## config.mk

```make
export PLATFORM = sky130hd
export DESIGN_NAME = add_recover_serial
export DESIGN_NICKNAME = d
export VERILOG_FILES = /design/src/rtl/add_recover_serial.sv
export SDC_FILE = /design/constraint.sdc
export NUM_CORES = 1
export LEC_CHECK = 0
export CORE_UTILIZATION = 30
export CTS_CLUSTER_SIZE = 24
export DETAILED_ROUTE_END_ITERATION = 10
export SYNTH_ARGS = -nofsm -noshare
export SYNTH_HDL_FRONTEND = slang
export SYNTH_SLANG_ARGS = --single-unit
```

## constraint.sdc

```tcl
create_clock -name clk -period 3.4 [get_ports clk]
set_input_delay 0.68 -clock clk [delete_from_list [all_inputs] [get_ports clk]]
set_output_delay 0.68 -clock clk [all_outputs]
set_load 0.02 [all_outputs]
```

## src/rtl/add_recover_serial.sv

```systemverilog
// Bit-serial augend recovery: a = {c_out,sum} - b - c_in, one full-subtractor step per clock.
// Optional consistency flag `err` is built only when ADD_RECOVER_ERR_EN is defined.
module add_recover_serial #(
    parameter int SIZE = 4
) (
    input  logic            clk,
    input  logic            rst_n,
    input  logic            start,
    input  logic [SIZE-1:0] sum,
    input  logic            c_out,
    input  logic [SIZE-1:0] b,
    input  logic            c_in,
    output logic [SIZE-1:0] a,
    output logic            err,
    output logic            busy,
    output logic            done
);

    localparam int CW = (SIZE > 1) ? $clog2(SIZE) : 1;

    typedef enum logic [1:0] {IDLE, RUN, DONE} state_t;

    state_t          state;
    logic [SIZE:0]   m;
    logic [SIZE-1:0] s;
    logic            borrow;
    logic [CW-1:0]   cnt;

    logic d, bo, last, accept;

    assign d      = m[0] ^ s[0] ^ borrow;
    assign bo     = (~m[0] & s[0]) | (~m[0] & borrow) | (s[0] & borrow);
    assign last   = (cnt == CW'(SIZE - 1));
    assign accept = start && (state == IDLE || state == DONE);

`ifdef ADD_RECOVER_ERR_EN
    logic err_q;
    assign err = err_q;
`else
    assign err = 1'b0;
`endif

    always_ff @(posedge clk or negedge rst_n) begin
        if (!rst_n) begin
            state  <= IDLE;
            m      <= '0;
            s      <= '0;
            borrow <= 1'b0;
            cnt    <= '0;
            a      <= '0;
            busy   <= 1'b0;
            done   <= 1'b0;
`ifdef ADD_RECOVER_ERR_EN
            err_q  <= 1'b0;
`endif
        end else begin
            done <= 1'b0;
            if (accept) begin
                state  <= RUN;
                busy   <= 1'b1;
                m      <= {c_out, sum};
                s      <= b;
                borrow <= c_in;
                cnt    <= '0;
            end else begin
                case (state)
                    RUN: begin
                        // Difference bits enter at the MSB so bit 0 ends up LSB after SIZE shifts.
                        a      <= (a >> 1) | (SIZE'(d) << (SIZE - 1));
                        m      <= m >> 1;
                        s      <= s >> 1;
                        borrow <= bo;
                        cnt    <= cnt + CW'(1);
                        if (last) begin
                            state <= DONE;
                            busy  <= 1'b0;
                            done  <= 1'b1;
`ifdef ADD_RECOVER_ERR_EN
                            // m[1] is still the original c_out on the last step.
                            err_q <= m[1] ^ bo;
`endif
                        end
                    end
                    DONE:    state <= IDLE;
                    default: state <= IDLE;
                endcase
            end
        end
    end

endmodule
```

Word-level counts from Yosys, hierarchy flattened --
Index checks and enable logic that the tools add are counted.
Storage, ports and cells: register bits after elaboration 20, input port bits 13, output and inout port bits 7, logic and storage cells 47
Cells by class: add/sub/neg operators 1, equality and inequality tests 4, muxes and demuxes 17, bitwise gates (word level) 10, reduce and logical (&&, ||, !) cells 7
Operator list (number):
- $mux 2 | 5
- $mux 5 | 2
- $mux 1 | 8
- $mux 4 | 2
- $eq 2x2->1 const B | 2
- $or 3x4->4 | 1
- $reduce_and 2->1 | 2
- $reduce_bool 2->1 | 2
- $and 1x1->1 | 3
- $ne 3x3->1 const B | 1
- $add 2x1->2 const B | 1
- $eq 2x1->1 const B | 1
- $logic_not 2->1 | 1
- $not 1->1 | 2
- $or 1x1->1 | 2
- $xor 1x1->1 | 2
- $logic_and 1x1->1 | 1
- $logic_or 1x1->1 | 1

Depth between registers and ports, before layout --
depth in word-level cells 6, mapped depth 4, mapped depth without buffers 4

Worst setup path after synthesis --
No wires, ideal clock.
kind input to register, start in start, end reg m[0], library setup time 127 ps, arrival 1224 ps, data required time 3273 ps, path slack 2049 ps, cell stages on the path 4, path buffers 2, path through buf_4 > buf_4 > mux2i_1 > mux2i_1
Between the ends: word-level cells in the longest chain between the ends 2, elaborated cells between the ends (all ways) 3, those cells by class mux: 1; reduce/logical: 2
Ends and longest elaborated chain:
- start, declared | line 8 | input logic start,
- $logic_and 1x1->1 (*) | line 34 | assign accept = start && (state == IDLE || state == DONE);
- $mux 5 or $reduce_bool 2->1 (tied branches)
- end signal, assigned | line 61 | m <= {c_out, sum};
- end signal, assigned | line 70 | m <= m >> 1;
- end, declared | line 24 | logic [SIZE:0] m;
Every way passes the cells marked *; elsewhere a longest branch is shown, timed or not. A chain may end at the register's enable or synchronous reset.

Final worst setup path --
start reg a[1], end out a[1]
RTL lines:
- start, declared | line 13 | output logic [SIZE-1:0] a,
- start signal, assigned | line 69 | a <= (a >> 1) | (SIZE'(d) << (SIZE - 1));
No word-level cell between the ends.

==> flow_summary_export.csv <==
group,metric,value,unit
outcome,status,"finished clean",
final_layout,layout-drive-gt1-share,0.09278,
clock_tree,cts_sinks,20,
synthesis,synth_edf_count,0,
clock_tree,clk_path_buf_depth,2,
placed_design,port-buffer-count,18,
critical_path,worstPathCellList,"clkdlybuf4s50_1",
clock_tree,cts_resized,0,
power,power_frac_seq,0.433,
global_routing,grt_max_degree,21,
timing,worstMarginPinSlew,0.9156,ns
critical_path,cpLargestDelayFamily,"buffers and inverters",
drt,maxUsedRoutingLayer,"met3",
floorplanning,dieWidth,61.26,um
critical_path,cp.required,2.72,ns
drt,drc,0,
drt,wl_met2,794,um
clock_tree,h-tree-depth,1,
timing,slew_headroom,0.3877,
drt,met3WireLength,85,um
synthesis,synthesis.area,1054,um2
power,ir_drop,0.0003808,V
final_layout,final_common_cell,"mux2i_1",
timing,clock_skew,0.005688,ns
timing,drv_slew,0,
synthesis,synthFlopType,"dfrtp_1",
timing,fin_setup_tns,0,ns
critical_path,critPathKind,"reg2out",
power,swShare,0.3396,
synthesis,synth-seq-cells,20,
critical_path,end_kind,"primary output",
final_layout,num_antenna_cells,0,
power,switching_power,378.7,uW
critical_path,cp_slowest_cell,"clkdlybuf4s50_1",
synthesis,ys_seq_area_frac,0.4751,
global_routing,grt_overflow_total,0,
synthesis,synth_area_per_cell,12.69,um2
clock_tree,cts_buffers,3,
synthesis,yosysUniqueCellTypes,21,
floorplanning,die_h,61.26,um
timing,hold_viol_final,0,
placed_design,dpl_worst_slack,1.229,ns
synthesis,yosys_warnings,0,
critical_path,critPathMaxFanout,3,
timing,rsz0062_at_grt,"false",
global_routing,grt_antenna_before_repair,0,
clock_tree,cts.reportedPaths.clkPinSlew,0.12,ns
synthesis,synthCells,83,
timing,min_period_over_period,0.5870,
floorplanning,fp.dieArea,3753,um2
drt,postRouteAntennaNets,0,
power,powerDensity,872.1,nW/um2
global_routing,grt_pass1_vias,647,
power,p_int,736.4,uW
power,power_leakage,0.0005875,uW
drt,routed_wirelength,1.683,mm
power,clockPowerShare,0.177,
floorplanning,io_pins,20,
final_layout,nFillCells,362,
floorplanning,fp.coreArea,3363,um2
drt,wl_per_cell,11.77,um
final_layout,layout_common_cells,"27 x mux2i_1, 20 x dfrtp_1, 18 x clkdlybuf4s50_1, 5 x inv_1, 4 x mux2_4",
run,maxCapViolCount,0,
placed_design,globalplace.congestion,0.6249,
timing,finalCriticalPeriod,1.996,ns
critical_path,crit_path_max_incr_delay,0.61,ns
clock_tree,tritoncts,"done",
clock_tree,cts-root-buf,"clkbuf_4",
drt,drt-vias-per-instance,4.594,
worst_hold_path,min_path_type,"reg2reg",
final_layout,area_growth,21.38,%
global_routing,globalRouteTotalUtil,0.1037,
critical_path,crit_buf_inv,1,
synthesis,synthArstFlopShare,1.000,
power,pwr-share-comb,0.390,
critical_path,arrival,1.32,ns
global_routing,grt_pass1_wl,2.863,mm
timing,setup_viol,0,
clock_tree,post-cts-setup-buffers,0,
placed_design,dpl.hpwl,1.154,mm
timing,max_freq,501.0,MHz
floorplanning,row_count,21,
drt,drt_pass1_iterations,3,
clock_tree,hold_buffers,0,
critical_path,cp-start-kind,"flip-flop",
clock_tree,clkLatencyLatePin,0.31,ns
floorplanning,initial_utilization,0.3132,
final_layout,nets,113,
drt,vias,657,
drt,drt_iter0_markers,9,
drt,wirelength_met1,804,um
synthesis,synth_fp_nets,98,
timing,final.setup.worst_slack,1.404,ns
-- power by group through the flow --
stage	registers (uW)	logic (uW)	clock network [uW]
3_5_place_dp	487	444	0
4_1_cts	483	443	205
6_report	483	435	197
5_1_grt	500	479	211
2_1_floorplan	449	373	0
3_3_place_gp	481	426	0
-- worst paths after layout --
| check | startpoint | depth (start not counted) | endpoint | slack [ns] |
|---|---|---|---|---|
| worst min register to register | a[0]$_DFFE_PN0P_ | 1 | a[0]$_DFFE_PN0P_ | 0.53 |
| min in group asynchronous | rst_n | 1 | s[2]$_DFFE_PN0P_ | 0.87 |
| worst min-delay path | a[0]$_DFFE_PN0P_ | 1 | a[0]$_DFFE_PN0P_ | 0.53 |
| max in group asynchronous | rst_n | 1 | m[2]$_DFFE_PN0P_ | 1.97 |
| worst max-delay path | a[1]$_DFFE_PN0P_ | 1 | a[1] | 1.40 |
| worst max register to register | state[1]$_DFFE_PN0P_ | 2 | a[1]$_DFFE_PN0P_ | 1.86 |
-- cells in the mapped netlist (all sizes together), types with 2 or more instances --
cell type   n  share of area
o21ai       3          0.014
buf         8          0.062
mux2        4          0.057
dfrtp      20           0.48
mux2i      27           0.26
nand3       2         0.0095
inv         5          0.018
nor2        3          0.011
-- per-stage QoR --
stage	instance area (um2)	std cells	power (uW)	utilization	hold slack, ns
after floorplan	1054	83	822.0	-	0.3844
after global placement	1226	139	906.6	0.3646	0.4973
final	1279	143	1115	0.3802	0.5260
after global routing	1279	143	1190	0.3802	0.5677
after detailed placement	1226	139	931.1	0.3646	0.5065
after CTS	1279	143	1131	0.3802	0.5367
-- routing by layer --
metal  vias up  track usage
met5         -            0
met4         0     0.009740
met3         0      0.04412
met2        16       0.1739
met1       331       0.1293
li1        310            -
-- state kept, by name (all words and copies together), names as in the netlist --
name	count
state	2
m	5
a	4
borrow	1
busy	1
s	4
cnt	2
done	1
-- cell families (layout without fill, tap and decap cells) --
group | after synthesis | after routing | synth area share
compound gates | 7 | 7 | 0.04276
xor+xnor | 1 | 1 | 0.008315
fa+ha+maj | 2 | 2 | 0.03088
buf+inv | 13 | 27 | 0.07957
flops | 20 | 20 | 0.4751
mux | 31 | 31 | 0.3135
other cells | 1 | 1 | 0.003560
simple gates | 8 | 8 | 0.04632
-- worst register-to-register path: cells and delay by family (launching register included) --
kind	cells	cell delay, ns
mux	1	0.31
simple gates	1	0.33
flops	1	0.80
-- final cells by class --
class                           instances  area [um2]  share of cell area
Multi-Input combinational cell         50       469.2              0.3669
Sequential cell                        20       500.5              0.3914
Timing Repair Buffer                   18       180.2              0.1409
Clock inverter                          1       30.03             0.02348
Tap cell                               46       57.56             0.04501
Clock buffer                            3       22.52             0.01761
Inverter                                5       18.77             0.01468
No activity file was read; power rests on OpenSTA's default activity.
